<file path="src/rtl/midi_cc_receiver.sv">
// MIDI Control Change receiver: parses a UART byte stream with running status,
// filters CC messages by channel, latches a volume controller and flags protocol errors.
module midi_cc_receiver #(
  parameter logic [3:0]  CHANNEL        = 4'd0,
  parameter bit          OMNI           = 1'b0,
  parameter logic [6:0]  VOLUME_CC      = 7'd7,
  parameter logic [31:0] TIMEOUT_CYCLES = 32'd0
) (
  input  logic       clk,
  input  logic       rst,
  input  logic [7:0] rx_byte,
  input  logic       rx_valid,
  output logic [6:0] cc_num,
  output logic [6:0] cc_value,
  output logic [3:0] cc_channel,
  output logic       cc_valid,
  output logic [6:0] volume,
  output logic       volume_updated,
  output logic       error
);

  typedef enum logic [1:0] {
    IDLE    = 2'd0,
    SKIP    = 2'd1,
    WAIT_D1 = 2'd2,
    WAIT_D2 = 2'd3
  } state_e;

  localparam logic [31:0] TMO_LAST = TIMEOUT_CYCLES - 32'd1;

  state_e      state_q, state_d;
  logic [7:0]  rs_q, rs_d;
  logic        rs_valid_q, rs_valid_d;
  logic [6:0]  d1_q, d1_d;
  logic        len2_q, len2_d;
  logic [31:0] tmo_cnt_q, tmo_cnt_d;
  logic [6:0]  cc_num_q, cc_num_d;
  logic [6:0]  cc_value_q, cc_value_d;
  logic [3:0]  cc_channel_q, cc_channel_d;
  logic        cc_valid_q, cc_valid_d;
  logic [6:0]  volume_q, volume_d;
  logic        volume_updated_q, volume_updated_d;
  logic        error_q, error_d;

  logic is_sys;
  logic is_status;
  logic is_data;

  function automatic logic is_accepted(input logic [7:0] status);
    return (status[7:4] == 4'hB) && (OMNI || (status[3:0] == CHANNEL));
  endfunction

  // Real-time bytes (F8-FF) fall into none of these classes and are invisible here.
  assign is_sys    = rx_valid && (rx_byte[7:3] == 5'b11110);
  assign is_status = rx_valid && rx_byte[7] && (rx_byte[7:4] != 4'hF);
  assign is_data   = rx_valid && !rx_byte[7];

  always_comb begin
    state_d          = state_q;
    rs_d             = rs_q;
    rs_valid_d       = rs_valid_q;
    d1_d             = d1_q;
    len2_d           = len2_q;
    tmo_cnt_d        = tmo_cnt_q;
    cc_num_d         = cc_num_q;
    cc_value_d       = cc_value_q;
    cc_channel_d     = cc_channel_q;
    cc_valid_d       = 1'b0;
    volume_d         = volume_q;
    volume_updated_d = 1'b0;
    error_d          = 1'b0;

    if (is_sys) begin
      rs_valid_d = 1'b0;
      state_d    = SKIP;
      tmo_cnt_d  = '0;
    end else if (is_status) begin
      rs_d       = rx_byte;
      rs_valid_d = 1'b1;
      len2_d     = (rx_byte[7:5] != 3'b110);
      state_d    = WAIT_D1;
      error_d    = (state_q == WAIT_D2);
      tmo_cnt_d  = '0;
    end else if (is_data) begin
      tmo_cnt_d = '0;
      case (state_q)
        IDLE: error_d = 1'b1;
        SKIP: error_d = 1'b0;
        WAIT_D1: begin
          if (!rs_valid_q) begin
            error_d = 1'b1;
            state_d = IDLE;
          end else begin
            d1_d = rx_byte[6:0];
            if (len2_q) state_d = WAIT_D2;
          end
        end
        WAIT_D2: begin
          state_d = WAIT_D1;
          if (rs_valid_q && is_accepted(rs_q)) begin
            cc_num_d     = d1_q;
            cc_value_d   = rx_byte[6:0];
            cc_channel_d = rs_q[3:0];
            cc_valid_d   = 1'b1;
            if (d1_q == VOLUME_CC) begin
              volume_d         = rx_byte[6:0];
              volume_updated_d = 1'b1;
            end
          end
        end
        default: state_d = IDLE;
      endcase
    end else if ((state_q == WAIT_D2) && (TIMEOUT_CYCLES != 32'd0)) begin
      // An arriving byte always pre-empts the terminal count, so this only runs on idle cycles.
      if (tmo_cnt_q == TMO_LAST) begin
        error_d   = 1'b1;
        state_d   = WAIT_D1;
        tmo_cnt_d = '0;
      end else begin
        tmo_cnt_d = tmo_cnt_q + 32'd1;
      end
    end
  end

  always_ff @(posedge clk) begin
    if (rst) begin
      state_q          <= IDLE;
      rs_q             <= '0;
      rs_valid_q       <= 1'b0;
      d1_q             <= '0;
      len2_q           <= 1'b0;
      tmo_cnt_q        <= '0;
      cc_num_q         <= '0;
      cc_value_q       <= '0;
      cc_channel_q     <= '0;
      cc_valid_q       <= 1'b0;
      volume_q         <= '0;
      volume_updated_q <= 1'b0;
      error_q          <= 1'b0;
    end else begin
      state_q          <= state_d;
      rs_q             <= rs_d;
      rs_valid_q       <= rs_valid_d;
      d1_q             <= d1_d;
      len2_q           <= len2_d;
      tmo_cnt_q        <= tmo_cnt_d;
      cc_num_q         <= cc_num_d;
      cc_value_q       <= cc_value_d;
      cc_channel_q     <= cc_channel_d;
      cc_valid_q       <= cc_valid_d;
      volume_q         <= volume_d;
      volume_updated_q <= volume_updated_d;
      error_q          <= error_d;
    end
  end

  assign cc_num         = cc_num_q;
  assign cc_value       = cc_value_q;
  assign cc_channel     = cc_channel_q;
  assign cc_valid       = cc_valid_q;
  assign volume         = volume_q;
  assign volume_updated = volume_updated_q;
  assign error          = error_q;

endmodule

</file>
<file path="config.mk">
export PLATFORM = sky130hd
export DESIGN_NAME = midi_cc_receiver
export DESIGN_NICKNAME = d
export VERILOG_FILES = /design/src/rtl/midi_cc_receiver.sv
export SDC_FILE = /design/constraint.sdc
export NUM_CORES = 1
export LEC_CHECK = 0
export ABC_AREA = 1
export CAP_MARGIN = 20
export CELL_PAD_IN_SITES_DETAIL_PLACEMENT = 0
export CELL_PAD_IN_SITES_GLOBAL_PLACEMENT = 1
export CORE_MARGIN = 2
export CORE_UTILIZATION = 36
export DETAILED_ROUTE_END_ITERATION = 12
export GPL_TIMING_DRIVEN = 0
export PLACE_DENSITY_LB_ADDON = 0.1
export SLEW_MARGIN = 20
export SYNTH_ARGS = -nofsm -noshare
export SYNTH_HDL_FRONTEND = slang
export SYNTH_SLANG_ARGS = --single-unit
</file>
<file path="constraint.sdc">
create_clock -name clk -period 1.37 [get_ports clk]
set_clock_uncertainty 0.05 [all_clocks]
set_input_delay 0.274 -clock clk [delete_from_list [all_inputs] [get_ports clk]]
set_output_delay 0.274 -clock clk [all_outputs]
set_load 0.02 [all_outputs]
</file>
=== After elaboration in Yosys (flattened, before gate mapping) ===
Index checks and enable logic that the tools add are counted.

* Equality and inequality tests: 9
* Multiplexer cells: 12
* Bitwise gates (word level): 5
* Reductions and logical operators: 22

{| class="wikitable"
|+ Operators with widths
! operator !! count
|-
| $reduce_and A5 Y1 || 2
|-
| $mux W2 || 4
|-
| $ne A4 B4 Y1 const B || 2
|-
| $eq A7 B3 Y1 const B || 1
|-
| $logic_and A1 B1 Y1 || 6
|-
| $mux W1 || 6
|-
| $reduce_and A3 Y1 || 2
|-
| $reduce_and A6 Y1 || 1
|-
| $reduce_bool A3 Y1 || 2
|-
| $reduce_or A6 Y1 || 1
|-
| $eq A5 B5 Y1 const B || 1
|-
| $ne A5 B5 Y1 const B || 1
|-
| $not A1 Y1 || 5
|-
| $reduce_or A5 Y1 || 1
|-
| $eq A2 B2 Y1 const B || 2
|-
| $eq A4 B4 Y1 const B || 1
|-
| $logic_not A4 Y1 || 1
|-
| $pmux W2 S2 || 1
|-
| $reduce_bool A4 Y1 || 1
|-
| $ne A3 B3 Y1 const B || 1
|-
| $logic_not A2 Y1 || 1
|-
| $pmux W1 S2 || 1
|-
| $reduce_and A2 Y1 || 1
|-
| $reduce_bool A2 Y1 || 1
|-
| other kinds (2) || 2
|}

* Register bits after elaboration: 47
* Input bits: 11
* Output and inout bits: 28

=== Depth between registers and ports, before layout ===
* Depth after elaboration: 6
* Depth in mapped cells: 9
* Depth with buffers taken out: 8

=== Worst setup path before layout ===
OpenSTA, ideal clock, no wires.

* Kind: register to register
* From: reg state_q[0]
* To: reg cc_num_q[4], in the netlist cc_num[4]
* Library setup time: 0.113 ns
* Arrival time: 1.019 ns
* Data required time: 1.207 ns
* Setup slack: 0.187 ns
* Cell stages (with the launch flop): 9
* Path buffers: 1
* Path through: dfxtp_1 nand2_2 inv_2 nand2_1 nor2_2 nand3_2 buf_6 o21ai_1 nor2_1

* Cells in the longest elaborated chain, start to end: 2

{| class="wikitable"
|+ RTL lines
! what !! RTL line !! RTL
|-
| start, declared || 31 || <nowiki>state_e state_q, state_d;</nowiki>
|-
| start signal, assigned || 141 || <nowiki>state_q <= state_d;</nowiki>
|-
| $eq A2 B2 Y1 || 86 || <nowiki>case (state_q)</nowiki>
|-
| $reduce_and A5 Y1 (no source line) || -- ||
|-
| end signal, assigned || 147 || <nowiki>cc_num_q <= cc_num_d;</nowiki>
|-
| end, declared || 37 || <nowiki>logic [6:0] cc_num_q, cc_num_d;</nowiki>
|}

No other way between the ends.
A chain may end at the register's enable or synchronous reset.

=== Final worst setup path ===
* From: reg state_q[0]
* To: reg cc_num_q[1], in the netlist cc_num[1]

The elaborated chain is that of the path after synthesis.

==> results_dict.tcl <==
set metrics [dict create \
    hold_path_class "input port to flop" \
    cts_num_sinks 47 \
    tightest_slew_ps 454 \
    slew_headroom 0.698 \
    nNetsFinal 312 \
    clockBufferDepth 2 \
    n_fill_cell 573 \
    finalHoldViolCount 0 \
    antenna_found_initial 0 \
    syn2layout_area_growth_pct 32.7 \
    postCtsHoldBufs 0 \
    dieArea_sq_um 5960 \
    initial_core_util 0.375 \
    syn_inst 253 \
    syn_nets 264 \
    p_comb_frac 0.070 \
    placed_cell_area_sq_um 2390 \
    drt_iter0_markers 74 \
    final_util 0.498 \
    place_ws_ps -492 \
    fp-row-count 26 \
    worst-path-buf-inv 2 \
    rsz0062_at_grt "true" \
    cp.required_ps 1530 \
    peakVddDrop_v 0.000548 \
    setup_violations 0 \
    grt_usage 0.161 \
    grt_pass1_wl_mm 7.48 \
    rrSetupSlack_ps 50 \
    fin_crit_sh 0.962 \
    dp_cells 360 \
    path_class "flop to flop" \
    path_max_fanout 5 \
    cts_buffers 5 \
    internal_power_mw 1.91 \
    synthArstFlopShare 0 \
    core_sq_um 5140 \
    hold_slack_ps 223 \
    fin_ws_ps 51.9 \
    status "finished clean" \
    grt_overflow_total 0 \
    total_power_mw 2.53 \
    drive_gt1_frac 0.169 \
    synth-edff-count 0 \
    switching_share 0.243 \
    routed_wirelength_mm 4.59 \
    syn_avg_cell_area_sq_um 7.62 \
    vias_per_cell 4.53 \
    clk_latency_ps 300 \
    synthFlopType "dfxtp_1" \
    cts_max_level 2 \
    crit_path_top_delay_cell "dfxtp_2" \
    multi_input_area_sq_um 838 \
    cts_tree "built" \
    ys_seq_elements 47 \
    drt_pass1_iterations 4 \
    endpoint_kind "flop" \
    start_kind "flop" \
    gp_congestion 0.770 \
    fin_crit_ps 1320 \
    cp_top_family "simple AND/OR/NAND/NOR gates" \
    diodes 0 \
    design_area_sq_um 2560 \
    drv_cap 0 \
    netSwitchingPower_uw 614 \
    final.setup.tns_ps 0 \
    power_frac_seq 0.557 \
    fmax_mhz 759 \
    seq_area_frac_synth 0.488 \
    die_height_microns 77.2 \
    wl_per_cell_microns 12.3 \
    slowest_delay_ps 370 \
    io_buffers 37 \
    ys.warnings.count 0 \
    p_leak_nw 1.22 \
    grt_pass1_vias 1547 \
    fp.dieW_microns 77.2 \
    vias 1687 \
    dp_hpwl_mm 3.19 \
    arrival_ps 1480 \
    power_frac_clock 0.372 \
    final_cells 372 \
    seqCellArea_sq_um 948 \
    cts_root_buffer "clkbuf_8" \
    clk_pin_slew_worst_paths_ps 90 \
    drtAntennaViolNets 0 \
    powerDensity_nw_per_um2 988 \
    grt_start_max_net_pins 15 \
    synth_cell_types 29 \
    report.final.slew_viol_count 0 \
    netlist_area_sq_um 1930 \
    io-pin-count 39 \
    drt_drc_violations_left 0 \
    crit_chain "nand2_4 -> inv_2 -> nand2_1 -> nor2_2 -> nand3_4 -> buf_4 -> o21ai_0 -> nor2_1" \
]
## cell type report
| cell class | count | area share |
|---|---|---|
| Buffer | 8 | 0.0313 |
| Clock buffer | 7 | 0.0377 |
| Clock inverter | 1 | 0.00293 |
| Inverter | 34 | 0.0533 |
| Multi-Input combinational cell | 164 | 0.328 |
| Sequential cell | 47 | 0.371 |
| Tap cell | 70 | 0.0342 |
| Timing Repair Buffer | 41 | 0.142 |
## what timing repair did
action                                  4_1_cts  5_1_grt
endpoints found under the setup margin       56       21
gates resized for setup                      39       21
pin swaps                                     3        8
setup buffers                                 0        3
cloned                                        0        1
## path summary, 6_finish.rpt
path                 start             to  cells past startpoint
max             state_q[0]      cc_num[1]                      8
min                    rst     state_q[0]                      2
max reg2reg     state_q[0]      cc_num[1]                      8
min reg2reg  cc_channel[2]  cc_channel[2]                      2
## power groups by stage
stage	Sequential, mW	Clock (mW)	Combinational (mW)
6_report	1.41	0.941	0.178
5_1_grt	1.41	1.04	0.199
3_3_place_gp	1.44	0	0.175
4_1_cts	1.41	0.968	0.172
3_5_place_dp	1.44	0	0.176
2_1_floorplan	1.44	0	0.0991
## cell families (layout without fill, tap and decap cells)
logic type / after synthesis / count (layout) / share of synthesized area
AND/OR/NAND/NOR: 122 / 122 / 0.289
AO/OA/AOI/OAI: 42 / 42 / 0.117
buffers and inverters: 42 / 91 / 0.106
flip-flops: 47 / 47 / 0.488
## flip-flops by register name, summed over array words and instances (netlist names), 2 cells and up
register and count:
state_q 2, cc_channel 4, rs_q 8, volume 7
cc_value 7, d1_q 7, cc_num 7
## layer usage
layer | GRT usage | wire, microns | vias up
li1 | - | - | 887
met4 | 0.0589 | 63 | 0
met2 | 0.263 | 2160 | 30
met1 | 0.208 | 2220 | 763
met5 | 0 | 0 | -
met3 | 0.0341 | 149 | 7
## synth_stat cells (3+ instances only)
| library cell | number | share of area |
|---|---|---|
| a21oi_1 | 9 | 0.023 |
| buf_6 | 3 | 0.018 |
| dfxtp_1 | 47 | 0.49 |
| inv_1 | 30 | 0.058 |
| nand2_1 | 32 | 0.062 |
| nand3_1 | 7 | 0.018 |
| nor2_1 | 64 | 0.12 |
| nor2_2 | 3 | 0.0097 |
| nor3_2 | 7 | 0.036 |
| o21ai_0 | 19 | 0.049 |
| o21ai_1 | 9 | 0.023 |
## cell usage in the layout, fill, tap and decap left out, drive strengths merged
cell type,instances
nor2,68
dfxtp,47
nand2,35
dlygate4sd2,32
inv,32
o21ai,29
buf,11
a21oi,9
nand3,9
nor3,9
clkbuf,8
clkdlybuf4s50,4
a211oi,2
clkinv,2
o21a,1
a221oi,1
nand3b,1
clkinvlp,1
clkdlybuf4s15,1
No activity file was read; power rests on OpenSTA's default activity.
